## config.mk

```make
export PLATFORM = sky130hd
export DESIGN_NAME = envelope_shaper_adsr_flat
export DESIGN_NICKNAME = d
export VERILOG_FILES = /design/src/rtl/envelope_shaper_adsr_if.sv /design/src/rtl/envelope_shaper_adsr.sv /design/src/flat_wrapper.sv
export SDC_FILE = /design/constraint.sdc
export NUM_CORES = 1
export LEC_CHECK = 0
export BUFFER_PORTS_ARGS = -buffer_cell sky130_fd_sc_hd__clkbuf_2
export CORE_MARGIN = 4
export CORE_UTILIZATION = 58
export CTS_CLUSTER_SIZE = 25
export DETAILED_ROUTE_END_ITERATION = 8
export PLACE_DENSITY = 0.73
export REMOVE_ABC_BUFFERS = 1
export SKIP_LAST_GASP = 1
export SYNTH_ARGS = -nofsm -noshare
export SYNTH_HDL_FRONTEND = slang
export SYNTH_SLANG_ARGS = --single-unit
```

## constraint.sdc

```tcl
create_clock -name clk -period 17.5 [get_ports clk]
set_input_delay 2.625 -clock clk [delete_from_list [all_inputs] [get_ports clk]]
set_output_delay 2.625 -clock clk [all_outputs]
set_load 0.01 [all_outputs]
```

## src/rtl/envelope_shaper_adsr_if.sv

```systemverilog
// Sample stream and status bundle for envelope_shaper_adsr.
// The producer/observer side uses master; the shaper uses slave.
interface envelope_shaper_adsr_if #(
    parameter int DATA_W = 16,
    parameter int GAIN_W = 10
);
    logic                     enable;
    logic                     in_valid;
    logic signed [DATA_W-1:0] in_sample;
    logic                     out_valid;
    logic signed [DATA_W-1:0] out_sample;
    logic        [GAIN_W-1:0] gain_out;
    logic        [2:0]        state_out;
    logic                     note_active;

    modport master (
        output enable, in_valid, in_sample,
        input  out_valid, out_sample, gain_out, state_out, note_active
    );

    modport slave (
        input  enable, in_valid, in_sample,
        output out_valid, out_sample, gain_out, state_out, note_active
    );
endinterface

```

## src/rtl/envelope_shaper_adsr.sv

```systemverilog
// Five-state envelope shaper for the trumpet DSP chain: level-driven
// attack/sustain/hold/release gain with hysteresis, applied through a
// two-stage valid-qualified pipeline with round-half-up and saturation.
// Optional macro ENV_NOISE_GATE_EN: samples that leave the machine in IDLE
// (with shaping enabled) are output as zero.
//
// state   | meaning
// IDLE    | no note, gain parked at MIN_GAIN
// ATTACK  | gain ramping up by ATTACK_STEP toward MAX_GAIN
// SUSTAIN | note held, gain pinned at MAX_GAIN
// HOLD    | note dropped, gain frozen while the hold counter runs out
// RELEASE | gain ramping down by RELEASE_STEP toward MIN_GAIN
module envelope_shaper_adsr #(
    parameter int DATA_W       = 16,
    parameter int GAIN_W       = 10,
    parameter int GAIN_FRAC    = 8,
    parameter int MIN_GAIN     = 64,
    parameter int MAX_GAIN     = 256,
    parameter int ATTACK_STEP  = 8,
    parameter int RELEASE_STEP = 4,
    parameter int THRESHOLD    = 100,
    parameter int HYST         = 20,
    parameter int HOLD_SAMPLES = 4
) (
    input logic                   clk,
    input logic                   rst_n,
    envelope_shaper_adsr_if.slave bus
);
    localparam logic [2:0] S_IDLE    = 3'd0;
    localparam logic [2:0] S_ATTACK  = 3'd1;
    localparam logic [2:0] S_SUSTAIN = 3'd2;
    localparam logic [2:0] S_HOLD    = 3'd3;
    localparam logic [2:0] S_RELEASE = 3'd4;

    localparam int HC_W = (HOLD_SAMPLES > 1) ? $clog2(HOLD_SAMPLES) : 1;
    localparam int PW   = DATA_W + GAIN_W + 1;

    // Gain arithmetic is one bit wider than the register so steps cannot wrap before the clamp.
    localparam logic [GAIN_W:0]   MIN_G   = (GAIN_W+1)'(MIN_GAIN);
    localparam logic [GAIN_W:0]   MAX_G   = (GAIN_W+1)'(MAX_GAIN);
    localparam logic [GAIN_W:0]   ATK_G   = (GAIN_W+1)'(ATTACK_STEP);
    localparam logic [GAIN_W:0]   REL_G   = (GAIN_W+1)'(RELEASE_STEP);
    localparam logic [GAIN_W:0]   IDLE_UP = (MIN_GAIN + ATTACK_STEP >= MAX_GAIN) ?
                                            MAX_G : (GAIN_W+1)'(MIN_GAIN + ATTACK_STEP);
    localparam logic [GAIN_W-1:0] MIN_GN  = GAIN_W'(MIN_GAIN);
    localparam logic [GAIN_W-1:0] MAX_GN  = GAIN_W'(MAX_GAIN);
    localparam logic [HC_W-1:0]   HOLD_LD = HC_W'(HOLD_SAMPLES - 1);

    localparam logic [DATA_W-1:0] ON_LVL  = DATA_W'(THRESHOLD);
    localparam logic [DATA_W-1:0] OFF_LVL = DATA_W'(THRESHOLD - HYST);
    localparam logic [DATA_W-1:0] POS_MAX = {1'b0, {(DATA_W-1){1'b1}}};
    localparam logic [DATA_W-1:0] NEG_MAX = {1'b1, {(DATA_W-1){1'b0}}};

    localparam logic signed [PW-1:0] RND_C  = PW'(1) << (GAIN_FRAC - 1);
    localparam logic signed [PW-1:0] SAT_HI = PW'((1 << (DATA_W-1)) - 1);
    localparam logic signed [PW-1:0] SAT_LO = PW'(-(1 << (DATA_W-1)));

    logic [2:0]               state_q, state_d;
    logic [GAIN_W-1:0]        gain_q, gain_d;
    logic [HC_W-1:0]          hold_q, hold_d;
    logic [GAIN_W:0]          gain_x, gain_up, gain_dn;
    logic [DATA_W-1:0]        neg_in, abs_in;
    logic                     note_on, note_off, gate_d;

    logic                     s1_valid, s1_bypass, s1_gate;
    logic signed [DATA_W-1:0] s1_sample;
    logic [GAIN_W-1:0]        s1_gain;
    logic signed [PW-1:0]     prod, rounded;
    logic signed [DATA_W-1:0] shaped;

    logic                     out_valid_q;
    logic signed [DATA_W-1:0] out_sample_q;

    // Saturating magnitude of the incoming sample and the two hysteresis decisions
    always_comb begin
        neg_in = -bus.in_sample;
        if (!bus.in_sample[DATA_W-1])
            abs_in = bus.in_sample;
        else if (bus.in_sample == NEG_MAX)
            abs_in = POS_MAX;
        else
            abs_in = neg_in;
        note_on  = abs_in > ON_LVL;
        note_off = abs_in <= OFF_LVL;
    end

    // Envelope next-state and gain for the current sample (committed only when in_valid)
    always_comb begin
        gain_x  = {1'b0, gain_q};
        gain_up = (gain_x + ATK_G >= MAX_G) ? MAX_G : gain_x + ATK_G;
        gain_dn = (gain_x <= MIN_G + REL_G) ? MIN_G : gain_x - REL_G;
        state_d = state_q;
        gain_d  = gain_q;
        hold_d  = hold_q;
        if (!bus.enable) begin
            state_d = S_IDLE;
            gain_d  = MIN_GN;
            hold_d  = '0;
        end else begin
            case (state_q)
                S_IDLE: begin
                    gain_d = MIN_GN;
                    if (note_on) begin
                        gain_d  = IDLE_UP[GAIN_W-1:0];
                        state_d = (IDLE_UP == MAX_G) ? S_SUSTAIN : S_ATTACK;
                    end
                end
                S_ATTACK: begin
                    if (note_off) begin
                        state_d = S_HOLD;
                        hold_d  = HOLD_LD;
                    end else begin
                        gain_d = gain_up[GAIN_W-1:0];
                        if (gain_up == MAX_G)
                            state_d = S_SUSTAIN;
                    end
                end
                S_SUSTAIN: begin
                    gain_d = MAX_GN;
                    if (note_off) begin
                        state_d = S_HOLD;
                        hold_d  = HOLD_LD;
                    end
                end
                S_HOLD: begin
                    // The sample that exhausts the hold is also the first release step.
                    if (note_on) begin
                        state_d = (gain_x < MAX_G) ? S_ATTACK : S_SUSTAIN;
                    end else if (hold_q == '0) begin
                        gain_d  = gain_dn[GAIN_W-1:0];
                        state_d = (gain_dn == MIN_G) ? S_IDLE : S_RELEASE;
                    end else begin
                        hold_d = hold_q - HC_W'(1);
                    end
                end
                S_RELEASE: begin
                    if (note_on) begin
                        gain_d  = gain_up[GAIN_W-1:0];
                        state_d = (gain_up == MAX_G) ? S_SUSTAIN : S_ATTACK;
                    end else begin
                        gain_d = gain_dn[GAIN_W-1:0];
                        if (gain_dn == MIN_G)
                            state_d = S_IDLE;
                    end
                end
                default: begin
                    state_d = S_IDLE;
                    gain_d  = MIN_GN;
                    hold_d  = '0;
                end
            endcase
        end
    end

`ifdef ENV_NOISE_GATE_EN
    assign gate_d = bus.enable && (state_d == S_IDLE);
`else
    assign gate_d = 1'b0;
`endif

    // Envelope registers advance only on accepted samples; gaps freeze them
    always_ff @(posedge clk) begin
        if (!rst_n) begin
            state_q <= S_IDLE;
            gain_q  <= MIN_GN;
            hold_q  <= '0;
        end else if (bus.in_valid) begin
            state_q <= state_d;
            gain_q  <= gain_d;
            hold_q  <= hold_d;
        end
    end

    // Stage 1: capture the sample with the gain that was in effect when it arrived
    always_ff @(posedge clk) begin
        if (!rst_n) begin
            s1_valid  <= 1'b0;
            s1_sample <= '0;
            s1_gain   <= '0;
            s1_bypass <= 1'b0;
            s1_gate   <= 1'b0;
        end else begin
            s1_valid <= bus.in_valid;
            if (bus.in_valid) begin
                s1_sample <= bus.in_sample;
                s1_gain   <= gain_q;
                s1_bypass <= !bus.enable;
                s1_gate   <= gate_d;
            end
        end
    end

    // Signed multiply, round half up, then clamp to the sample range
    always_comb begin
        prod    = PW'(s1_sample) * PW'($signed({1'b0, s1_gain}));
        rounded = (prod + RND_C) >>> GAIN_FRAC;
        if (rounded > SAT_HI)
            shaped = POS_MAX;
        else if (rounded < SAT_LO)
            shaped = NEG_MAX;
        else
            shaped = rounded[DATA_W-1:0];
    end

    // Stage 2: select bypass, gated zero or shaped sample
    always_ff @(posedge clk) begin
        if (!rst_n) begin
            out_valid_q  <= 1'b0;
            out_sample_q <= '0;
        end else begin
            out_valid_q <= s1_valid;
            if (s1_valid)
                out_sample_q <= s1_bypass ? s1_sample : (s1_gate ? '0 : shaped);
        end
    end

    assign bus.out_valid   = out_valid_q;
    assign bus.out_sample  = out_sample_q;
    assign bus.gain_out    = gain_q;
    assign bus.state_out   = state_q;
    assign bus.note_active = (state_q != S_IDLE);
endmodule

```

## src/flat_wrapper.sv

```systemverilog
// flat-port wrapper written by rule: the top's interface ports become plain ports
module envelope_shaper_adsr_flat 
#(
    parameter int DATA_W       = 16,
    parameter int GAIN_W       = 10,
    parameter int GAIN_FRAC    = 8,
    parameter int MIN_GAIN     = 64,
    parameter int MAX_GAIN     = 256,
    parameter int ATTACK_STEP  = 8,
    parameter int RELEASE_STEP = 4,
    parameter int THRESHOLD    = 100,
    parameter int HYST         = 20,
    parameter int HOLD_SAMPLES = 4
)
  (clk, rst_n, bus_enable, bus_in_valid, bus_in_sample, bus_out_valid, bus_out_sample, bus_gain_out, bus_state_out, bus_note_active);
  envelope_shaper_adsr_if #(.DATA_W(DATA_W), .GAIN_W(GAIN_W)) bus_i ();
  input logic clk;
  input logic rst_n;
  input wire logic [$bits(bus_i.enable)-1:0] bus_enable;
  input wire logic [$bits(bus_i.in_valid)-1:0] bus_in_valid;
  input wire logic [$bits(bus_i.in_sample)-1:0] bus_in_sample;
  output wire logic [$bits(bus_i.out_valid)-1:0] bus_out_valid;
  output wire logic [$bits(bus_i.out_sample)-1:0] bus_out_sample;
  output wire logic [$bits(bus_i.gain_out)-1:0] bus_gain_out;
  output wire logic [$bits(bus_i.state_out)-1:0] bus_state_out;
  output wire logic [$bits(bus_i.note_active)-1:0] bus_note_active;
  assign bus_i.enable = bus_enable;
  assign bus_i.in_valid = bus_in_valid;
  assign bus_i.in_sample = bus_in_sample;
  assign bus_out_valid = bus_i.out_valid;
  assign bus_out_sample = bus_i.out_sample;
  assign bus_gain_out = bus_i.gain_out;
  assign bus_state_out = bus_i.state_out;
  assign bus_note_active = bus_i.note_active;
  envelope_shaper_adsr #(.DATA_W(DATA_W), .GAIN_W(GAIN_W), .GAIN_FRAC(GAIN_FRAC), .MIN_GAIN(MIN_GAIN), .MAX_GAIN(MAX_GAIN), .ATTACK_STEP(ATTACK_STEP), .RELEASE_STEP(RELEASE_STEP), .THRESHOLD(THRESHOLD), .HYST(HYST), .HOLD_SAMPLES(HOLD_SAMPLES)) u_core (.clk(clk), .rst_n(rst_n), .bus(bus_i));
endmodule
```

== After elaboration in Yosys (flattened, before gate mapping) ==
Cells that the tools add are included.
Storage, ports and cells
  word-level logic and storage cells: 81
  register bits after elaboration: 60
  output and inout port bits: 31
Cells by class
  $lt $le $gt $ge: 7
  $mul: 1
  muxes and demuxes: 32
  $add $sub $neg: 5
  equality and inequality tests: 18
  reductions and logical operators: 9
Operator list (number)
  $mux 16: 5
  $mux 10: 5
  $pmux 10 s5: 1
  $mux 3: 10
  $add 27x9->27 const B: 1
  $mul 16x11->27: 1
  $mux 11: 2
  $gt 19x16->1 const B: 1
  $lt 19x16->1 const B: 1
  $eq 16x16->1 const B: 1
  $gt 16x7->1 const B: 1
  $le 16x7->1 const B: 1
  $neg 16->16: 1
  $pmux 3 s5: 1
  $mux 2: 6
  $ne 3x2->1 const B: 4
  $ne 4x2->1 const B: 3
  $add 10x4->11 const B: 1
  $eq 11x7->1 const B: 1
  $eq 11x9->1 const B: 1
  $ge 11x9->1 const B: 1
  $sub 10x3->11 const B: 1
  $le 10x7->1 const B: 1
  $lt 10x9->1 const B: 1
  16 further kinds: 20

== Depth between registers and ports, before layout ==
Gate-level depths: netlist (run 1).
  word-level depth: 8
  mapped depth: 24

== Least setup slack after synthesis (run 1) ==
OpenSTA, ideal clock, no wires.
  kind: flip-flop to flip-flop
  start point: register u_core.s1_gain[4]
  end point: register u_core.out_sample_q[1], in the netlist u_core.bus.out_sample[1]
  period minus slack after synthesis: 6.795 ns
  setup slack: 10.705 ns
  setup time: 0.079 ns
  arrival: 6.716 ns
  cell stages (with the launch flop): 24
  data required time: 17.421 ns
  cells stage by stage: dfxtp_1 -> clkbuf_1 -> clkbuf_1 -> nand2_1 -> fa_1 -> inv_1 -> fa_1 -> inv_1 -> fa_1 -> inv_1 -> fa_1 -> inv_1 -> fa_1 -> inv_1 -> ha_1 -> a21o_1 -> o21bai_1 -> a2111o_1 -> a211oi_1 -> nor2_1 -> xnor2_1 -> o311ai_1 -> or4b_2 -> o211ai_1
Between the ends
  longest elaborated chain between the ends: 6
  elaborated cells on any way between the ends: 7
Ends and longest elaborated chain
  from (decl): line envelope_shaper_adsr.sv:67  | logic [GAIN_W-1:0] s1_gain;
  from (signal assigned): line envelope_shaper_adsr.sv:186  | s1_gain <= gain_q;
  $mul 16x11->27 (*): line envelope_shaper_adsr.sv:195  | prod = PW'(s1_sample) * PW'($signed({1'b0, s1_gain}));
  $add 27x9->27 (*): line envelope_shaper_adsr.sv:196  | rounded = (prod + RND_C) >>> GAIN_FRAC;
  $lt 19x16->1: line envelope_shaper_adsr.sv:199  | else if (rounded < SAT_LO)
  $mux 16: line envelope_shaper_adsr.sv:199
  $mux 16 (*): line envelope_shaper_adsr.sv:197  | if (rounded > SAT_HI)
  $mux 16 (*): line envelope_shaper_adsr.sv:213  | out_sample_q <= s1_bypass ? s1_sample : (s1_gate ? '0 : shaped);
  to (signal assigned): line envelope_shaper_adsr.sv:213
  to (decl): line envelope_shaper_adsr.sv:72  | logic signed [DATA_W-1:0] out_sample_q;
Mark *: on every way between the ends. The rest lies on a longest branch, timed or not.
A chain may end at the register's enable or synchronous reset.

== Final worst setup path (run 1) ==
  start point: register u_core.s1_gain[2]
  end point: register u_core.out_sample_q[1], in the netlist u_core.bus.out_sample[1]
The elaborated chain is that of the path after synthesis.

==> flow_summary.json, run 1 <==
{
  "dr.pass1.iters": 5,
  "route.detailed.drc": 0,
  "fmax_mhz": 139,
  "worstPathArrival_ns": 7.47,
  "cts_resized": 0,
  "start_kind": "register",
  "dieArea_um2": 19200,
  "wire_per_inst_um": 16.6,
  "cts_buffers": 9,
  "antenna_left": 0,
  "period_minus_slack_ns": 7.21,
  "regToRegSetupSlack_ns": 10.29,
  "synth_flop_cell": "dfxtp_1",
  "rows": 47,
  "worst_path_largest_cell_delay_ns": 0.73,
  "nets": 1413,
  "r2r_end": "u_core.bus.out_sample[1]",
  "setup-tns-final_ns": 0,
  "die_x_um": 139,
  "synth_cells": 1166,
  "drtIter0Drc": 545,
  "avgSynthCellArea_um2": 8.48,
  "crit_cells": 22,
  "drive_above_1_share_pct": 8.33,
  "rr_worst_depth": 22,
  "place_ws_ns": 10.38,
  "relSlewSlack_pct": 34.2,
  "cp_num_buf_inv": 6,
  "holdBufCountCts": 0,
  "outcome": "complete, no violations",
  "cts.clk_slew.worst_paths_ns": 0.06,
  "layout_common_cells": "inv_1, fa_1, nand2_1, and2_1, ha_1",
  "h-tree-depth": 3,
  "yosysSeqAreaShare_pct": 12.1,
  "io_pins": 51,
  "holdPathStages": 2,
  "vias_per_cell": 5.74,
  "hold_viol_final": 0,
  "cap_violations": 0,
  "die_y_um": 139,
  "finalPower_uw": 398,
  "leakage_uw": 0.00526,
  "grt_pass1_wl_mm": 39.4,
  "ir_worst_vdd_mv": 0.0414,
  "holdPathEnd": "u_core.bus.out_sample[7]",
  "cts.path.max_buffers": 2,
  "grt_max_degree": 33,
  "num_vias": 8010,
  "r2r-start": "u_core.s1_gain[2]",
  "coreArea_um2": 16600,
  "crit_required_ns": 17.76,
  "place_inst": 1380,
  "crit_type": "register to register",
  "crit_chain": "nand2_1 -> fa_1 -> inv_1 -> fa_1 -> inv_1 -> fa_1 -> inv_1 -> fa_1 -> inv_1 -> fa_1 -> inv_1 -> ha_1 -> a21o_1 -> o21bai_1 -> a2111o_1 -> a211oi_1 -> nor2_1 -> xnor2_1 -> o311ai_2 -> buf_4 -> or4b_2 -> o211ai_1",
  "antenna_found_initial": 0,
  "cts_tree": "built",
  "multi_input_area_um2": 7680,
  "syn_to_final_growth_pct": 5.89,
  "postCtsSetupBuffers": 0,
  "grt_pass1_vias": 7989,
  "hold_start": "u_core.bus.out_sample[7]",
  "setup_viol": 0,
  "groute.usage.overall_pct": 24.7,
  "synthArstFlopShare_pct": 0,
  "wirelength_mm": 23.2,
  "fin_cells": 1396,
  "synth_area_um2": 9890,
  "port_buffers": 50,
  "cts-root-buf": "clkbuf_16",
  "crit_family": "adder cells",
  "synth-edff-count": 0,
  "period_share_pct": 41.2,
  "insertedDiodeCount": 0,
  "slew_violations": 0,
  "power.density_nw_per_um2": 38.0,
  "start_util_pct": 59.4,
  "n_fill_cell": 1452,
  "clock_sinks": 60,
  "rsz0062_at_grt": "no",
  "worstSkewPairLatency_ns": 0.34,
  "final_common_cell": "inv_1",
  "critPathSlowestCell": "dfxtp_1",
  "hold_class": "register to register",
  "place.gp.congestion": 0.941,
  "worstPathMaxFanout": 17,
  "yosysWarnings": 0,
  "grt.overflow.total": 0,
  "synth_cell_types": 81,
  "skew_ns": 0.00629,
  "layout_setup_ws_ns": 10.29,
  "ys_seq_elements": 60,
  "seqCellArea_um2": 1200,
  "cp-end-kind": "register",
  "worst_slew_pin_slew_ns": 0.985,
  "dp.final_hpwl_mm": 18.3
}
[synth_stat cells (3+ instances only)]
library cell / number / area share (%)
a211o_1: 7 / 0.62
a211oi_1: 4 / 0.30
a21boi_0: 3 / 0.23
a21o_1: 5 / 0.38
a21oi_1: 27 / 1.4
a22o_1: 4 / 0.35
a22oi_1: 6 / 0.46
a31oi_1: 5 / 0.32
a32oi_1: 3 / 0.27
and2_1: 98 / 6.2
and3_1: 10 / 0.63
buf_1: 6 / 0.23
buf_6: 3 / 0.34
clkbuf_1: 46 / 1.7
dfxtp_1: 60 / 12
fa_1: 144 / 29
ha_1: 78 / 9.9
inv_1: 203 / 7.7
mux2i_1: 30 / 3.0
nand2_1: 121 / 4.6
nand2b_1: 12 / 0.76
nand3_1: 25 / 1.3
nand3b_1: 5 / 0.38
nand4_1: 12 / 0.76
nor2_1: 63 / 2.4
nor2b_1: 8 / 0.51
nor3_1: 15 / 0.76
nor4_1: 6 / 0.38
o211ai_1: 13 / 0.99
o21a_1: 4 / 0.30
o21ai_0: 32 / 1.6
o21bai_1: 4 / 0.30
o22ai_1: 4 / 0.25
o2bb2ai_1: 5 / 0.44
o311ai_0: 4 / 0.35
o32ai_1: 4 / 0.35
or2_2: 5 / 0.32
or3_1: 3 / 0.19
xnor2_1: 17 / 1.5
xor2_1: 12 / 1.1
[logic make-up after synthesis]
group	Yosys count	synth area share, %
fa+ha+maj	222	39.0
buf+inv	262	10.2
flops	60	12.1
compound gates	161	11.8
simple gates	401	21.1
xor+xnor	29	2.57
mux	31	3.15
[stage by stage]
step / hold WS [ns] / cell area, um^2 / utilization, %
after global routing: 0.505 / 10500 / 62.9
after global placement: 0.455 / 10200 / 61.3
after detailed placement: 0.459 / 10200 / 61.3
after floorplan: 0.463 / 9640 / -
after CTS: 0.472 / 10500 / 62.9
final: 0.472 / 10500 / 62.9
[metal layers]
metal  track usage, %  vias to the layer above  share of wire (%)
li1                 -                     3781                  -
met1             34.0                     3963                 42
met2             42.0                      235                 51
met3             2.41                       31                5.0
met4             6.66                        0                1.9
met5                0                        -                  0
[worst max-delay path by stage]
stage | from | end | slack, ns
2_1_floorplan | u_core.s1_gain[2] | u_core.bus.out_sample[1] | 10.45
3_3_place_gp | u_core.s1_gain[2] | u_core.bus.out_sample[1] | 10.54
3_5_place_dp | u_core.s1_gain[3] | u_core.bus.out_sample[1] | 10.38
4_1_cts | u_core.s1_gain[2] | u_core.bus.out_sample[1] | 10.33
5_1_grt | u_core.s1_gain[2] | u_core.bus.out_sample[1] | 9.85
6_report | u_core.s1_gain[2] | u_core.bus.out_sample[1] | 10.29
[worst reg2reg max path, delay by kind of cell, from the launching register on]
kind / cells / cell delay [ns]
adder cells (fa/ha/maj): 6 / 3.15
XOR/XNOR: 1 / 0.15
flip-flops: 1 / 0.73
AO/OA/AOI/OAI: 6 / 1.48
AND/OR/NAND/NOR: 3 / 0.97
buffers and inverters: 6 / 0.66
[flip-flops by register name, summed over array words and instances, names as in the netlist]
register,cells
u_core.bus.out_sample,16
u_core.s1_sample,16
u_core.bus.gain_out,10
u_core.s1_gain,10
u_core.bus.state_out,3
u_core.hold_q,2
u_core.bus.out_valid,1
u_core.s1_bypass,1
u_core.s1_valid,1
[power breakdown]
group	internal (uW)	leakage [uW]	switching [uW]
Combinational	28.0	0.00464	42.7
Sequential	142	0.000490	14.1
Clock	99.9	0.000128	70.7
[layout make-up]
| class | count | area share [%] |
|---|---|---|
| clock inverters | 5 | 0.346 |
| well taps | 220 | 2.63 |
| inverters | 203 | 7.27 |
| repair buffers | 53 | 2.60 |
| clock buffers | 11 | 2.32 |
| flip-flops and latches | 60 | 11.5 |
| multi-input cells | 844 | 73.4 |
Note: power is estimated with default switching activity, not from simulation.
==> run 2: changes to the inputs <==
--- a/config.mk
+++ b/config.mk
@@ -5,6 +5,7 @@
 export SDC_FILE = /design/constraint.sdc
 export NUM_CORES = 1
 export LEC_CHECK = 0
+export ABC_AREA = 1
 export BUFFER_PORTS_ARGS = -buffer_cell sky130_fd_sc_hd__clkbuf_2
 export CORE_MARGIN = 4
 export CORE_UTILIZATION = 58
==> constraint.sdc (replaced) <==
create_clock -name clk -period 7.4 [get_ports clk]
set_input_delay 1.11 -clock clk [delete_from_list [all_inputs] [get_ports clk]]
set_output_delay 1.11 -clock clk [all_outputs]
set_load 0.01 [all_outputs]
==> flow_summary.json, run 2 <==
{
  "final_common_cell": "nand2_1",
  "postCtsSetupBuffers": 0,
  "place.gp.congestion": 0.926,
  "holdBufCountCts": 0,
  "ys_seq_elements": 60,
  "hold_viol_final": 0,
  "crit_required_ns": 7.57,
  "whs_ns": 0.433,
  "cts.path.max_buffers": 2,
  "synth_cells": 1585,
  "setup-tns-final_ns": 0,
  "drtIter0Drc": 682,
  "wire_per_inst_um": 15.6,
  "groute.usage.overall_pct": 28.2,
  "synth_top_area_cell": "fa_1",
  "dp.final_hpwl_mm": 22.7,
  "synthTopCellsByCount": "nand2_1, inv_1, fa_1",
  "insertedDiodeCount": 0,
  "h-tree-depth": 3,
  "nets": 1831,
  "grt_pass1_wl_mm": 46.5,
  "fmax_mhz": 159,
  "cts_tree": "built",
  "antenna_left": 0,
  "worstSkewPairLatency_ns": 0.34,
  "relSlewSlack_pct": 24.5,
  "cap_violations": 0,
  "drive_above_1_share_pct": 7.59,
  "outcome": "complete, no violations",
  "slew_violations": 0,
  "cts.clk_slew.worst_paths_ns": 0.05,
  "rows": 49,
  "synth_flop_cell": "dfxtp_1",
  "synth_area_leaders": "fa_1, nand2_1, inv_1, dfxtp_1, ha_1",
  "port_buffers": 50,
  "route.detailed.drc": 0,
  "cp-end-kind": "register",
  "period_minus_slack_ns": 6.27,
  "dieArea_um2": 20800,
  "power.density_nw_per_um2": 131,
  "netlist.area_leader.share_pct": 26.8,
  "clock_sinks": 60,
  "worst_path_largest_cell_delay_ns": 0.63,
  "yosysSeqAreaShare_pct": 11.2,
  "wirelength_mm": 28.4,
  "dr.pass1.iters": 5,
  "num_vias": 9739,
  "skew_ns": 0.00925,
  "crit_chain": "nand2_1 -> fa_1 -> inv_1 -> fa_1 -> inv_1 -> fa_1 -> inv_1 -> fa_1 -> inv_1 -> fa_1 -> inv_1 -> ha_1 -> nand2_1 -> nor4_1 -> nand3_1 -> nand3_1 -> xor2_1 -> nand2_1 -> nand2_1 -> nand3_1 -> nand2_1 -> a21oi_1",
  "hold_class": "register to register",
  "finalPower_uw": 1500,
  "cts-root-buf": "clkbuf_16",
  "ir_worst_vdd_mv": 0.120,
  "yosysWarnings": 0,
  "worstPathArrival_ns": 6.44,
  "worstPathMaxFanout": 15,
  "syn_to_final_growth_pct": 6.12,
  "synthArstFlopShare_pct": 0,
  "post-synth-top-count-cell": "nand2_1",
  "grt_pass1_vias": 9340,
  "io_pins": 51,
  "synth-edff-count": 0,
  "antenna_found_initial": 0,
  "avgSynthCellArea_um2": 6.79,
  "leakage_uw": 0.00660,
  "die_y_um": 144,
  "place_inst": 1807,
  "coreArea_um2": 18100,
  "vias_per_cell": 5.34,
  "start_kind": "register",
  "worst_slew_pin_slew_ns": 1.13,
  "cts_resized": 0,
  "grt.overflow.total": 0,
  "layout_common_cells": "nand2_1, inv_1, fa_1, nor2_1, nand3_1",
  "grt_max_degree": 56,
  "die_x_um": 144,
  "fin_cells": 1823,
  "cts_buffers": 9,
  "rsz0062_at_grt": "no",
  "setup_viol": 0,
  "synth_area_um2": 10800,
  "crit_type": "register to register",
  "synth_cell_types": 40,
  "critPathSlowestCell": "fa_1",
  "start_util_pct": 59.5,
  "period_share_pct": 84.8
}
## run 2: changes by cell type in the layout (fill, tap and decap cells not counted), moves of 20 or more
cell and delta:
nand2_1 +278, inv_1 +162, and2_1 -98, nand3_1 +62, a21oi_1 +58, nor2_1 +55
mux2i_1 -30, o21ai_0 +20
## run 2: power breakdown
part	total (uW)	internal [uW]	switching, uW
sequential	398	348	50.3
combinational	640	219	421
clock	459	297	162
## run 2: layout make-up
cell class / instances / area (um^2)
timing repair buffer: 58 / 310
tap: 229 / 287
inverter: 374 / 1400
sequential: 60 / 1200
clock inverter: 7 / 100
multi-input combinational: 1086 / 7890
clock buffer: 9 / 225
fill: 1646 / 6670
## run 2: cells by family (layout without fill, tap and decap cells)
family / Yosys count / after routing / share of synthesized area [%]
and+or+nand+nor: 660 / 660 / 26.2
xor gates and xnor gates: 27 / 27 / 2.20
AOI/OAI and AO/OA: 177 / 177 / 9.07
DFF: 60 / 60 / 11.2
buffers and inverters: 439 / 448 / 15.5
adders and majority gates: 222 / 222 / 35.9
## run 2: final timing paths
check | start | end | slack (ns) | cells past startpoint
worst max register to register | u_core.s1_sample[15] | u_core.bus.out_sample[10] | 1.13 | 22
worst min register to register | u_core.s1_valid | u_core.bus.out_valid | 0.43 | 2
worst min-delay path | u_core.s1_valid | u_core.bus.out_valid | 0.43 | 2
worst max-delay path | u_core.s1_sample[15] | u_core.bus.out_sample[10] | 1.13 | 22
## run 2: critical path, delay by kind of cell (launching register included)
family | cells | cell delay, ns
adders and majority gates | 6 | 3.08
and+or+nand+nor | 9 | 1.75
DFF | 1 | 0.56
buffers and inverters | 5 | 0.40
xor gates and xnor gates | 1 | 0.25
AOI/OAI and AO/OA | 1 | 0.06
## run 2: per-stage QoR
stage	worst slack, ns	area (um^2)	utilization [%]
final	1.13	11400	63.1
after global routing	0.621	11400	63.1
after CTS	1.13	11400	63.1
after detailed placement	1.14	11100	61.3
after global placement	1.28	11100	61.3
after floorplan	1.81	10500	-
## run 2: metal layers
metal	routed length, um	vias to the layer above	track usage (%)
met2	12800	383	46.4
met5	0	-	0
met4	714	0	8.00
met3	2510	51	3.24
met1	12300	4525	39.6
li1	-	4780	-
==> run 3: changes to the inputs <==
--- a/config.mk
+++ b/config.mk
@@ -11,7 +11,7 @@
 export CORE_UTILIZATION = 58
 export CTS_CLUSTER_SIZE = 25
 export DETAILED_ROUTE_END_ITERATION = 8
-export PLACE_DENSITY = 0.73
+export PLACE_DENSITY = 0.76
 export REMOVE_ABC_BUFFERS = 1
 export SKIP_LAST_GASP = 1
 export SYNTH_ARGS = -nofsm -noshare
==> constraint.sdc (replaced) <==
create_clock -name clk -period 5.7 [get_ports clk]
set_input_delay 0.855 -clock clk [delete_from_list [all_inputs] [get_ports clk]]
set_output_delay 0.855 -clock clk [all_outputs]
set_load 0.01 [all_outputs]
==> flow_summary.json, run 3 (synthesis results as in run 2) <==
{
  "outcome": "complete, no violations",
  "place_ws_ns": -0.0230,
  "place.gp.congestion": 0.982,
  "setup_viol": 0,
  "leakage_uw": 0.00686,
  "die_x_um": 144,
  "start_kind": "register",
  "cts.path.max_buffers": 2,
  "grt.overflow.total": 0,
  "cts_buffers": 9,
  "groute.usage.overall_pct": 29.2,
  "route.detailed.drc": 0,
  "worst_path_largest_cell_delay_ns": 0.56,
  "io_pins": 51,
  "whs_ns": 0.468,
  "clock_sinks": 60,
  "die_y_um": 144,
  "ir_worst_vdd_mv": 0.105,
  "nets": 1879,
  "grt_pass1_vias": 9838,
  "crit_type": "register to register",
  "dieArea_um2": 20800,
  "grt_max_degree": 56,
  "layout_setup_ws_ns": 0.206,
  "cp-end-kind": "register",
  "cts-root-buf": "clkbuf_16",
  "vias_per_cell": 5.40,
  "cap_violations": 0,
  "start_util_pct": 59.5,
  "period_minus_slack_ns": 5.49,
  "coreArea_um2": 18100,
  "layout_common_cells": "nand2_1, inv_1, fa_1, nor2_1, nand3_1",
  "worst_slew_pin_slew_ns": 1.11,
  "syn_to_final_growth_pct": 12.4,
  "num_vias": 10100,
  "h-tree-depth": 3,
  "relSlewSlack_pct": 26.2,
  "n_fill_cell": 1539,
  "drtIter0Drc": 920,
  "power.share.clock_pct": 27.8,
  "power_frac_comb_pct": 47.7,
  "antenna_left": 0,
  "swShare_pct": 42.6,
  "period_share_pct": 96.4,
  "dr.pass1.iters": 8,
  "fin_util_pct": 66.8,
  "power.density_nw_per_um2": 169,
  "crit_family": "adder cells",
  "antenna_found_initial": 0,
  "critPathSlowestCell": "fa_1",
  "seqPwrFrac_pct": 24.6,
  "rows": 49,
  "worstPathArrival_ns": 5.66,
  "cp_num_buf_inv": 6,
  "dp.final_hpwl_mm": 24.2,
  "crit_required_ns": 5.86,
  "drive_above_1_share_pct": 13.8,
  "wire_per_inst_um": 16.2,
  "switching_power_uw": 868,
  "final_common_cell": "nand2_1",
  "slew_violations": 0,
  "worstPathMaxFanout": 15,
  "worstSkewPairLatency_ns": 0.34,
  "grt_pass1_wl_mm": 48.1,
  "hold_viol_final": 0,
  "p_int_uw": 1170,
  "holdBufCountCts": 0,
  "insertedDiodeCount": 0,
  "fmax_mhz": 182,
  "wirelength_mm": 30.3,
  "skew_ns": 0.0108,
  "cts_tree": "built",
  "setup-tns-final_ns": 0,
  "port_buffers": 50,
  "cts.clk_slew.worst_paths_ns": 0.06,
  "hold_class": "register to register"
}
[run 3: cell count changes in the layout (fill, tap and decap cells not counted), sizes merged]
cell | before | now
clkbuf | 59 | 60
bufinv | 2 | 1
inv | 374 | 375
buf | 8 | 55
[run 3: layer usage]
layer / global-route usage, % / vias to the layer above / part of all wire [%]
met1: 39.7 / 4730 / 42
li1: - / 4863 / -
met3: 4.60 / 79 / 8.4
met2: 47.1 / 438 / 46
met5: 0 / - / 0
met4: 11.2 / 0 / 3.5
[run 3: timing repair]
action,4_1_cts,5_1_grt
gates resized for setup,6,78
setup buffers,0,8
cloned,0,1
endpoints found under the setup margin,14,15
pin swaps,0,17
[run 3: path summary, 6_finish.rpt]
| check | from | end | slack [ns] | depth (start not counted) |
|---|---|---|---|---|
| worst min register to register | u_core.s1_valid | u_core.bus.out_valid | 0.47 | 2 |
| worst max register to register | u_core.s1_gain[3] | u_core.bus.out_sample[12] | 0.21 | 25 |
| worst min-delay path | u_core.s1_valid | u_core.bus.out_valid | 0.47 | 2 |
| worst max-delay path | u_core.s1_gain[3] | u_core.bus.out_sample[12] | 0.21 | 25 |
[run 3: stage by stage]
step           power (uW)  instances  area (um^2)
2_1_floorplan        1090       1520        10500
3_3_place_gp         1370       1846        11400
3_5_place_dp         1380       1846        11400
4_1_cts              1960       1862        11700
5_1_grt              2180       1871        12100
6_report             2040       1871        12100
[run 3: worst min-delay path: cells and delay by family (launching register included)]
| family | cells | cell delay, ns |
|---|---|---|
| simple gates | 1 | 0.06 |
| buf+inv | 1 | 0.03 |
| flops | 1 | 0.33 |
[run 3: final cells by class]
| class | count | area, um^2 | share of cell area [%] |
|---|---|---|---|
| Multi-Input combinational cell | 1086 | 8110 | 67.1 |
| Inverter | 374 | 1400 | 11.6 |
| Sequential cell | 60 | 1240 | 10.3 |
| Timing Repair Buffer | 106 | 739 | 6.12 |
| Tap cell | 229 | 287 | 2.37 |
| Clock buffer | 9 | 225 | 1.86 |
| Clock inverter | 7 | 75.1 | 0.621 |
[run 3: power groups by stage]
stage / sequential (uW) / combinational (uW) / clock [uW]
floorplan: 508 / 581 / 0
global placement: 507 / 860 / 0
detailed placement: 507 / 877 / 0
CTS: 499 / 884 / 574
global route: 504 / 1090 / 588
finish: 501 / 971 / 566
